--- src/rtl/hazard_ctrl_if.sv ---
`default_nettype none
// ============================================================================
// Module      : hazard_ctrl_if
// Description : D-stage hazard query bundle between the pipeline and
//               hazard_ctrl (register usage in, stall/forward selects out).
// Revision    : 1.0
// ============================================================================
interface hazard_ctrl_if;
    logic [1:0] Tuse_rs;
    logic [1:0] Tuse_rt;
    logic [1:0] TnewD;
    logic [4:0] A_rsD;
    logic [4:0] A_rtD;
    logic [4:0] AwriteD;
    logic [1:0] md_kindD;
    logic       md_useD;
    logic       flush;
    logic       stall;
    logic [1:0] fwd_rsD;
    logic [1:0] fwd_rtD;
    logic [1:0] fwd_rsE;
    logic [1:0] fwd_rtE;
    logic       fwd_rtM;
    logic       md_busy;

    modport master (
        output Tuse_rs, Tuse_rt, TnewD, A_rsD, A_rtD, AwriteD,
               md_kindD, md_useD, flush,
        input  stall, fwd_rsD, fwd_rtD, fwd_rsE, fwd_rtE, fwd_rtM, md_busy
    );

    modport slave (
        input  Tuse_rs, Tuse_rt, TnewD, A_rsD, A_rtD, AwriteD,
               md_kindD, md_useD, flush,
        output stall, fwd_rsD, fwd_rtD, fwd_rsE, fwd_rtE, fwd_rtM, md_busy
    );
endinterface
`default_nettype wire

--- src/rtl/hazard_ctrl.sv ---
`default_nettype none
// ============================================================================
// Module      : hazard_ctrl
// Description : Tuse/Tnew hazard unit for a 5-stage pipeline: stall, operand
//               forwarding selects and mult/div busy tracking.
// Revision    : 1.0
// ============================================================================
module hazard_ctrl #(
    parameter int unsigned MULT_CYC = 5,
    parameter int unsigned DIV_CYC  = 10
) (
    input  wire logic     clk,
    input  wire logic     reset,
    hazard_ctrl_if.slave  bus
);

    localparam int unsigned C_MAX_CYC = (DIV_CYC > MULT_CYC) ? DIV_CYC : MULT_CYC;
    localparam int          C_CNT_W   = $clog2(C_MAX_CYC + 1);

    typedef struct packed {
        logic [4:0] a_rs;
        logic [4:0] a_rt;
        logic [4:0] awrite;
        logic [1:0] tnew;
    } entry_t;

    localparam entry_t C_BUBBLE = '0;

    entry_t               r_e, r_m, r_w;
    logic                 r_start_e;
    logic                 r_div_e;
    logic [C_CNT_W-1:0]   r_cnt;

    logic                 w_md_start_d;
    logic                 w_data_stall;
    logic                 w_md_stall;
    logic                 w_stall;
    logic                 w_md_busy;
    logic [1:0]           w_fwd_rsD, w_fwd_rtD, w_fwd_rsE, w_fwd_rtE;
    logic                 w_fwd_rtM;

    function automatic logic [1:0] sat_dec(input logic [1:0] t);
        return (t == 2'd0) ? 2'd0 : t - 2'd1;
    endfunction

    function automatic entry_t age(input entry_t x);
        entry_t y;
        y      = x;
        y.tnew = sat_dec(x.tnew);
        return y;
    endfunction

    // A producer only blocks when the operand is needed before the result exists.
    function automatic logic src_stall(input logic [1:0] tuse, input logic [4:0] a,
                                       input entry_t e, input entry_t m);
        logic s;
        s = 1'b0;
        if (tuse != 2'd3 && a != 5'd0) begin
            if (tuse < e.tnew && e.awrite == a) s = 1'b1;
            if (tuse < m.tnew && m.awrite == a) s = 1'b1;
        end
        return s;
    endfunction

    function automatic logic [1:0] fwd_d_sel(input logic [4:0] a, input entry_t e,
                                             input entry_t m, input entry_t w);
        logic [1:0] sel;
        sel = 2'd0;
        if (a != 5'd0) begin
            if (e.awrite == a && e.tnew == 2'd0)      sel = 2'd3;
            else if (m.awrite == a && m.tnew == 2'd0) sel = 2'd2;
            else if (w.awrite == a)                   sel = 2'd1;
        end
        return sel;
    endfunction

    function automatic logic [1:0] fwd_e_sel(input logic [4:0] a, input entry_t m,
                                             input entry_t w);
        logic [1:0] sel;
        sel = 2'd0;
        if (a != 5'd0) begin
            if (m.awrite == a && m.tnew == 2'd0) sel = 2'd2;
            else if (w.awrite == a)              sel = 2'd1;
        end
        return sel;
    endfunction

    always_comb begin
        w_md_start_d = (bus.md_kindD == 2'd1) || (bus.md_kindD == 2'd2);
        w_md_busy    = (r_cnt != '0);
        w_data_stall = src_stall(bus.Tuse_rs, bus.A_rsD, r_e, r_m) ||
                       src_stall(bus.Tuse_rt, bus.A_rtD, r_e, r_m);
        w_md_stall   = bus.md_useD && (w_md_busy || r_start_e);
        w_stall      = w_data_stall || w_md_stall;
        w_fwd_rsD    = fwd_d_sel(bus.A_rsD, r_e, r_m, r_w);
        w_fwd_rtD    = fwd_d_sel(bus.A_rtD, r_e, r_m, r_w);
        w_fwd_rsE    = fwd_e_sel(r_e.a_rs, r_m, r_w);
        w_fwd_rtE    = fwd_e_sel(r_e.a_rt, r_m, r_w);
        w_fwd_rtM    = (r_m.a_rt != 5'd0) && (r_w.awrite == r_m.a_rt);
    end

    always_ff @(posedge clk or negedge reset) begin
        if (!reset) begin
            r_e       <= C_BUBBLE;
            r_m       <= C_BUBBLE;
            r_w       <= C_BUBBLE;
            r_start_e <= 1'b0;
            r_div_e   <= 1'b0;
        end else begin
            r_w <= age(r_m);
            if (bus.flush) begin
                r_e       <= C_BUBBLE;
                r_m       <= C_BUBBLE;
                r_start_e <= 1'b0;
                r_div_e   <= 1'b0;
            end else begin
                r_m <= age(r_e);
                if (w_stall) begin
                    r_e       <= C_BUBBLE;
                    r_start_e <= 1'b0;
                    r_div_e   <= 1'b0;
                end else begin
                    r_e.a_rs   <= bus.A_rsD;
                    r_e.a_rt   <= bus.A_rtD;
                    r_e.awrite <= bus.AwriteD;
                    r_e.tnew   <= sat_dec(bus.TnewD);
                    r_start_e  <= w_md_start_d;
                    r_div_e    <= (bus.md_kindD == 2'd2);
                end
            end
        end
    end

    // A flush kills the mult/div sitting in E before it can start the unit.
    always_ff @(posedge clk or negedge reset) begin
        if (!reset) begin
            r_cnt <= '0;
        end else if (r_start_e && !bus.flush) begin
            r_cnt <= r_div_e ? C_CNT_W'(DIV_CYC) : C_CNT_W'(MULT_CYC);
        end else if (r_cnt != '0) begin
            r_cnt <= r_cnt - C_CNT_W'(1);
        end
    end

    assign bus.stall   = w_stall;
    assign bus.md_busy = w_md_busy;
    assign bus.fwd_rsD = w_fwd_rsD;
    assign bus.fwd_rtD = w_fwd_rtD;
    assign bus.fwd_rsE = w_fwd_rsE;
    assign bus.fwd_rtE = w_fwd_rtE;
    assign bus.fwd_rtM = w_fwd_rtM;

    wire w_unused = &{1'b0, r_m.a_rs, r_w.a_rs, r_w.a_rt, r_w.tnew};

endmodule
`default_nettype wire

--- src/flat_wrapper.sv ---
// flat-port wrapper written by rule: the top's interface ports become plain ports
module hazard_ctrl_flat 
#(
    parameter int unsigned MULT_CYC = 5,
    parameter int unsigned DIV_CYC  = 10
)
  (clk, reset, bus_Tuse_rs, bus_Tuse_rt, bus_TnewD, bus_A_rsD, bus_A_rtD, bus_AwriteD, bus_md_kindD, bus_md_useD, bus_flush, bus_stall, bus_fwd_rsD, bus_fwd_rtD, bus_fwd_rsE, bus_fwd_rtE, bus_fwd_rtM, bus_md_busy);
  hazard_ctrl_if bus_i ();
  input  wire logic clk;
  input  wire logic reset;
  input wire logic [$bits(bus_i.Tuse_rs)-1:0] bus_Tuse_rs;
  input wire logic [$bits(bus_i.Tuse_rt)-1:0] bus_Tuse_rt;
  input wire logic [$bits(bus_i.TnewD)-1:0] bus_TnewD;
  input wire logic [$bits(bus_i.A_rsD)-1:0] bus_A_rsD;
  input wire logic [$bits(bus_i.A_rtD)-1:0] bus_A_rtD;
  input wire logic [$bits(bus_i.AwriteD)-1:0] bus_AwriteD;
  input wire logic [$bits(bus_i.md_kindD)-1:0] bus_md_kindD;
  input wire logic [$bits(bus_i.md_useD)-1:0] bus_md_useD;
  input wire logic [$bits(bus_i.flush)-1:0] bus_flush;
  output wire logic [$bits(bus_i.stall)-1:0] bus_stall;
  output wire logic [$bits(bus_i.fwd_rsD)-1:0] bus_fwd_rsD;
  output wire logic [$bits(bus_i.fwd_rtD)-1:0] bus_fwd_rtD;
  output wire logic [$bits(bus_i.fwd_rsE)-1:0] bus_fwd_rsE;
  output wire logic [$bits(bus_i.fwd_rtE)-1:0] bus_fwd_rtE;
  output wire logic [$bits(bus_i.fwd_rtM)-1:0] bus_fwd_rtM;
  output wire logic [$bits(bus_i.md_busy)-1:0] bus_md_busy;
  assign bus_i.Tuse_rs = bus_Tuse_rs;
  assign bus_i.Tuse_rt = bus_Tuse_rt;
  assign bus_i.TnewD = bus_TnewD;
  assign bus_i.A_rsD = bus_A_rsD;
  assign bus_i.A_rtD = bus_A_rtD;
  assign bus_i.AwriteD = bus_AwriteD;
  assign bus_i.md_kindD = bus_md_kindD;
  assign bus_i.md_useD = bus_md_useD;
  assign bus_i.flush = bus_flush;
  assign bus_stall = bus_i.stall;
  assign bus_fwd_rsD = bus_i.fwd_rsD;
  assign bus_fwd_rtD = bus_i.fwd_rtD;
  assign bus_fwd_rsE = bus_i.fwd_rsE;
  assign bus_fwd_rtE = bus_i.fwd_rtE;
  assign bus_fwd_rtM = bus_i.fwd_rtM;
  assign bus_md_busy = bus_i.md_busy;
  hazard_ctrl #(.MULT_CYC(MULT_CYC), .DIV_CYC(DIV_CYC)) u_core (.clk(clk), .reset(reset), .bus(bus_i));
endmodule
--- config.mk ---
export PLATFORM = sky130hd
export DESIGN_NAME = hazard_ctrl_flat
export DESIGN_NICKNAME = d
export VERILOG_FILES = /design/src/rtl/hazard_ctrl_if.sv /design/src/rtl/hazard_ctrl.sv /design/src/flat_wrapper.sv
export SDC_FILE = /design/constraint.sdc
export NUM_CORES = 1
export LEC_CHECK = 0
export CORE_ASPECT_RATIO = 0.8
export CORE_MARGIN = 4
export CORE_UTILIZATION = 35
export DETAILED_ROUTE_END_ITERATION = 8
export GPL_TIMING_DRIVEN = 0
export SLEW_MARGIN = 20
export SYNTH_ARGS = -nofsm -noshare
export SYNTH_HDL_FRONTEND = slang
export SYNTH_SLANG_ARGS = --single-unit
--- constraint.sdc ---
create_clock -name clk -period 2.2 [get_ports clk]
set_input_delay 0.44 -clock clk [delete_from_list [all_inputs] [get_ports clk]]
set_output_delay 0.44 -clock clk [all_outputs]
set_load 0.05 [all_outputs]
-- Word level (Yosys, flattened, before mapping)
Index checks and enable logic that the tools add are counted.
- flip-flop bits (word level): 40
- bits in latches: 0
- bits in writable memories: 0
- memory bits (read-only): 0
- input bits: 27
- output and inout port bits: 11
- logic and storage cells: 95
- memories kept: 0
- $add $sub $neg: 3
- multipliers: 0
- div/mod/pow operators: 0
- order comparisons: 4
- equality and inequality tests: 15
- shift-type cells: 0
- mux-type cells: 32
- bitwise operators: 0
- reductions and logical operators: 30
- operators with widths (operator ; count):
    == test 5 bit ; 11
    two-way mux 17 bit ; 2
    nonzero test 5 bit ; 5
    two-way mux 2 bit ; 12
    logical AND 1 bit ; 15
    two-way mux 1 bit ; 14
    two-way mux 12 bit ; 1
    two-way mux 4 bit ; 3
    < comparator 2 bit ; 4
    logical NOT 2 bit ; 3
    logical OR 1 bit ; 4
    != test 2 bit, second input constant ; 2
    nonzero test 4 bit ; 1
    subtractor 2 x 1 -> 2 bit, second input constant ; 2
    subtractor 4 x 1 -> 4 bit, second input constant ; 1
    == test 2 x 1 -> 1 bit, second input constant ; 1
    == test 2 bit, second input constant ; 1
    nonzero test 2 bit ; 1
    logical NOT 1 bit ; 1

-- Longest topological paths before layout
- word-level depth: 9
- depth in mapped cells: 7
- gate-level depth less buffers: 6

-- Least setup slack after synthesis
No wires, ideal clock.
- kind: reg-to-output
- start point: reg u_core.r_m[4] (netlist name)
- end point: out bus_fwd_rsE[1]
- data arrival time: 2096 ps
- required time: 1760 ps
- slack: -336 ps
- stages on the path, launching flop included: 4
- buffers on the path: 0
- cell sequence: dfrtp_1 -> xor2_1 -> nor4_1 -> nor3b_1
- word-level cells in the longest chain between the ends: 4
- ends and longest elaborated chain (element ; RTL line ; RTL):
    from (decl) ; hazard_ctrl.sv:29 ; entry_t r_e, r_m, r_w;
    from (signal assigned) ; hazard_ctrl.sv:117 ; r_m <= age(r_e);
    == test 5 bit ; hazard_ctrl.sv:82 ; if (m.awrite == a && m.tnew == 2'd0) sel = 2'd2;
    logical AND 1 bit ; hazard_ctrl.sv:82 ;
    two-way mux 2 bit ; hazard_ctrl.sv:82 ;
    two-way mux 2 bit ; hazard_ctrl.sv:81 ; if (a != 5'd0) begin
    to (decl) ; flat_wrapper.sv:23 ; output wire logic [$bits(bus_i.fwd_rsE)-1:0] bus_fwd_rsE;
Every way passes these cells.

-- Worst setup path after layout
- start point: in bus_A_rsD[3]
- end point: out bus_stall
- word-level cells in the longest chain between the ends: 7
- elaborated cells on any way between the ends: 11
- those cells by class: eq/ne: 2; mux: 3; reduce/logical: 6
- ends and longest elaborated chain (element ; RTL line ; RTL):
    from (decl) ; flat_wrapper.sv:14 ; input wire logic [$bits(bus_i.A_rsD)-1:0] bus_A_rsD;
    == test 5 bit ; hazard_ctrl.sv:59 ; if (tuse < e.tnew && e.awrite == a) s = 1'b1;
    logical AND 1 bit ; hazard_ctrl.sv:59 ;
    two-way mux 1 bit ; hazard_ctrl.sv:59 ;
    two-way mux 1 bit ; hazard_ctrl.sv:60 ; if (tuse < m.tnew && m.awrite == a) s = 1'b1;
    two-way mux 1 bit * ; hazard_ctrl.sv:58 ; if (tuse != 2'd3 && a != 5'd0) begin
    logical OR 1 bit * ; hazard_ctrl.sv:91 ; w_data_stall = src_stall(bus.Tuse_rs, bus.A_rsD, r_e, r_m) ||
    logical OR 1 bit * ; hazard_ctrl.sv:94 ; w_stall = w_data_stall || w_md_stall;
    to (decl) ; flat_wrapper.sv:20 ; output wire logic [$bits(bus_i.stall)-1:0] bus_stall;
Every way passes the cells marked *; elsewhere a longest branch is shown, timed or not.

==> PnR_summary.wiki <==
{| class="wikitable"
! Metric !! Value
|-
| Number of enable-type register cells in the synthesized netlist || 0
|-
| Number of instances in the synthesized netlist || ~250
|-
| Post-DRT Antenna Nets || 0
|-
| Core Area || 6539 µm²
|-
| Weighted congestion reported at the end of routability-driven placement || a little under 0.8
|-
| VDD IR max || 272.0 µV
|-
| Post-layout power || 2.270 mW
|-
| Post-detailed-route wirelength per cell || 16.88 µm
|-
| Setup repair after global routing missed its margin || true
|-
| Initial detailed-routing violation count || 139
|-
| Number of buffer cells added on primary ports || 37
|-
| Capturing element type of the critical path || primary output
|-
| Cell Area, Placed || 2932 µm²
|-
| Combinational share of power || 38.1%
|-
| Post-placement setup slack || -1650 ps
|-
| TritonCTS Buffers || 5
|-
| Count of final max-slew check failures || 0
|-
| Final clock period utilization by the worst path || 118.8%
|-
| Switching portion of total power || 34.93%
|-
| Crit Path Category || input pin to primary output
|-
| Required time reported for the critical path endpoint || 1760 ps
|-
| Chip height || 82.24 µm
|-
| Clock tree from TritonCTS || built
|-
| Number of filler instances in the final layout || just under 600
|-
| Power share of the clock group || 22.5%
|-
| Total gr overflow || 0
|-
| Post-synthesis instance area || 2411 µm²
|-
| Worst R2R Path Depth || 7
|-
| Fraction of the yosys area taken by sequential cells || 41.52%
|-
| Number of vias in the routed layout || 2138
|-
| Max Buffers Root-to-Sink || 2
|-
| Count of yosys warnings during synthesis || 0
|-
| Critical R2R Launch || u_core.r_m[1]$_DFF_PN0_
|-
| Critical path launch point || bus_A_rsD[3]
|-
| Tightest Pin Transition || 561.2 ps
|-
| Clock root buffer || sky130_fd_sc_hd__clkbuf_8
|-
| Sequential cell fraction of total power || 39.4%
|-
| Internal || 1.477 mW
|-
| Final critical-path required period || roughly 2600 ps
|-
| Category of the worst setup path launch point || input pin
|-
| Residual DRC || 0
|-
| Starting density of the core || between 30% and 40%
|-
| Total routed wirelength || approximately 6800 µm
|-
| Filler-free cell count of the finished design || 401
|-
| Critical Path End || bus_stall
|-
| Detailed Place HPWL || 4557 µm
|-
| Register clock-pin slew on the reported worst setup and hold paths || 80 ps
|-
| Diode count || 0
|-
| Status || finished, violations left
|-
| DRT Pass-1 Iters || 4
|-
| Register-to-register setup slack || 130 ps
|-
| Design Area, Final || ~3400 µm²
|-
| Maximum frequency from static timing analysis || 382.7 MHz
|-
| Post-synth net total || 282
|-
| FP Rows || 26
|-
| Post-layout nets || 350
|-
| Share of async-settable or async-resettable flops after synthesis || 100.0%
|-
| Crit Reg-Reg Endpoint || u_core.r_e[12]$_DFF_PN0_
|-
| Number of antenna violations at the first check in global routing || 0
|-
| Crit Path Max Fanout || 5
|-
| Arrival time worst endpoint || around 2200 ps
|-
| Violations in the final reports || setup timing
|-
| Top-level port count || 38
|-
| Hold buffers post-CTS || 0
|-
| Die ar. || 8289 µm²
|-
| P_sw || 0.7930 mW
|-
| Tightest Hold Check Type || input pin to async pin
|-
| Wire length of the first global-routing pass || 10380 µm
|-
| Overall die width || 100.8 µm
|-
| Primary FF master, synth || sky130_fd_sc_hd__dfrtp_1
|-
| Share of final-layout standard cells stronger than drive strength 1 || between 30% and 40%
|-
| Leakage power of the design || 1.520 nW
|-
| Number of setup violations in the final report || 5
|-
| Distinct cell type count after synthesis || 35
|-
| Post-route worst setup slack || -413.3 ps
|-
| Sinks on Clock Net || 40
|-
| Clk Latency, worst-skew pair || 290 ps
|-
| H-tree levels || 2
|-
| Largest net degree at the start of global routing || 30
|-
| Post-synthesis register bit count || 40
|-
| Maximum capacitance violations || 0
|-
| Via density per instance || 5.332
|-
| Worst relative slew slack || ~63%
|-
| Library cell contributing the largest single delay on the critical path || sky130_fd_sc_hd__or4_4
|-
| Worst path max stage delay || 550 ps
|-
| All-Layer GR Usage || between 10% and 20%
|-
| Final hold violation count || 0
|-
| Util after Layout || roughly 52%
|-
| Power density over the cells || 664.0 nW/µm²
|-
| Cell count after placement || 370
|-
| Average size of a mapped cell || 9.722 µm²
|-
| Max Clock Skew || between 4 and 5 ps
|-
| P&R area growth vs syn || 41.83%
|-
| Vias in the first global route || between 1500 and 2000
|-
| CP cell instances || clkdlybuf4s15_2, or4_4, nor2_2, a221oi_2, buf_4, or3_4, buf_8
|}
## through the flow
stage	hold slack, ps	TNS (ps)
5_1_grt	27.51	-1268
4_1_cts	24.44	-456.0
6_report	18.44	-488.1
3_3_place_gp	532.0	-30470
3_5_place_dp	342.4	-16620
2_1_floorplan	144.4	-155.0
## repair_timing
item                                    4_1_cts  5_1_grt
setup buffers                                14       14
hold endpoints to repair                      0        0
resized for setup                           130       32
endpoints found under the setup margin       30       10
pin swaps                                    15       15
## power groups by stage
stage | sequential [mW] | combinational, mW | clock (mW)
global placement | 0.898 | 0.712 | 0
floorplan | 0.877 | 0.511 | 0
finish | 0.895 | 0.866 | 0.510
global route | 0.904 | 0.938 | 0.554
detailed placement | 0.897 | 0.731 | 0
CTS | 0.893 | 0.780 | 0.515
## critical path: cells and delay by family
kind                   cells  cell delay (ps)
buffers and inverters      3              560
and+or+nand+nor            3             1110
AOI/OAI and AO/OA          1               60
## how the worst min path moves through the flow
| stage | start | slack (ps) | endpoint |
|---|---|---|---|
| after floorplan | reset | 140 | u_core.r_cnt[0]$_DFFE_PN0P_ |
| after global placement | u_core.r_div_e$_DFF_PN0_ | 530 | u_core.r_cnt[3]$_DFFE_PN0P_ |
| after detailed placement | reset | 340 | u_core.r_w[2]$_DFF_PN0_ |
| after CTS | reset | 20 | u_core.r_w[2]$_DFF_PN0_ |
| after global routing | reset | 30 | u_core.r_w[2]$_DFF_PN0_ |
| final | reset | 20 | u_core.r_w[2]$_DFF_PN0_ |
## cells by family after synthesis
kind of cell / after synthesis / share of synthesized area, %
and+or+nand+nor: 105 / 25.64
xor gates and xnor gates: 56 / 20.34
DFF: 40 / 41.52
AOI/OAI and AO/OA: 21 / 5.345
buffers and inverters: 19 / 3.529
adders and majority gates: 7 / 3.632
## state kept, by name (all words and copies together) (netlist names)
register          count
u_core.r_e           17
u_core.r_start_e      1
u_core.r_m           12
u_core.r_div_e        1
u_core.r_cnt          4
u_core.r_w            5
## Yosys cell counts (2+ instances only)
cell type                  number  area [µm²]
sky130_fd_sc_hd__dfrtp_1       40        1001
sky130_fd_sc_hd__xor2_1        35       306.5
sky130_fd_sc_hd__nor4_1        24       150.1
sky130_fd_sc_hd__xnor2_1       21       183.9
sky130_fd_sc_hd__nand2b_1      20       125.1
sky130_fd_sc_hd__a21oi_1       11       55.05
sky130_fd_sc_hd__nor2_1        11       41.29
sky130_fd_sc_hd__clkbuf_1      10       37.54
sky130_fd_sc_hd__nor2b_1       10       62.56
sky130_fd_sc_hd__nor3_1         8       40.04
sky130_fd_sc_hd__ha_1           7       87.58
sky130_fd_sc_hd__nand2_1        6       22.52
sky130_fd_sc_hd__nand3_1        6       30.03
sky130_fd_sc_hd__inv_1          5       18.77
sky130_fd_sc_hd__nand4_1        5       31.28
sky130_fd_sc_hd__or4_1          4       30.03
sky130_fd_sc_hd__nor3b_1        3       22.52
sky130_fd_sc_hd__a31oi_1        2       12.51
sky130_fd_sc_hd__buf_2          2       10.01
sky130_fd_sc_hd__o21ai_0        2       10.01
sky130_fd_sc_hd__or3_1          2       12.51
## final cells by class
| class | count | area, µm² | area share, % |
|---|---|---|---|
| multi-input combinational | 189 | 1536 | 44.93 |
| sequential | 40 | 1015 | 29.67 |
| clock inverter | 1 | 7.507 | 0.2195 |
| timing repair buffer | 66 | 596.8 | 17.45 |
| inverter | 5 | 18.77 | 0.5488 |
| clock buffer | 7 | 86.33 | 2.525 |
| tap | 84 | 105.1 | 3.074 |
| buffer | 9 | 53.80 | 1.573 |
## per-layer routing
layer  part of all wire [%]  GRT usage [%]
met3                    5.7          3.023
met4                    1.9          5.384
met5                      0              0
met2                     46          25.62
met1                     46          23.46
## placed cells by master (no fill, tap or decap), types with 3 or more instances in the layout
cell,netlist,routed
sky130_fd_sc_hd__a21oi_2,0,4
sky130_fd_sc_hd__nand4_1,5,5
sky130_fd_sc_hd__or4_4,0,4
sky130_fd_sc_hd__ha_1,7,6
sky130_fd_sc_hd__nand2b_1,20,20
sky130_fd_sc_hd__dlygate4sd2_1,0,5
sky130_fd_sc_hd__clkbuf_1,10,5
sky130_fd_sc_hd__dfrtp_1,40,29
sky130_fd_sc_hd__clkbuf_8,0,6
sky130_fd_sc_hd__a21oi_1,11,7
sky130_fd_sc_hd__nor2b_1,10,10
sky130_fd_sc_hd__nor2_2,1,3
sky130_fd_sc_hd__nand3_1,6,6
sky130_fd_sc_hd__clkdlybuf4s50_1,0,12
sky130_fd_sc_hd__buf_4,1,27
sky130_fd_sc_hd__xnor2_1,21,20
sky130_fd_sc_hd__xor2_1,35,33
sky130_fd_sc_hd__nor2_1,11,7
sky130_fd_sc_hd__dfrtp_2,0,11
sky130_fd_sc_hd__nor4_1,24,21
sky130_fd_sc_hd__buf_2,2,6
sky130_fd_sc_hd__clkdlybuf4s15_2,0,4
sky130_fd_sc_hd__inv_1,5,4
sky130_fd_sc_hd__nor3_1,8,6
sky130_fd_sc_hd__nand2_1,6,4
sky130_fd_sc_hd__buf_6,1,13
Power figures use the tool's default switching activity.
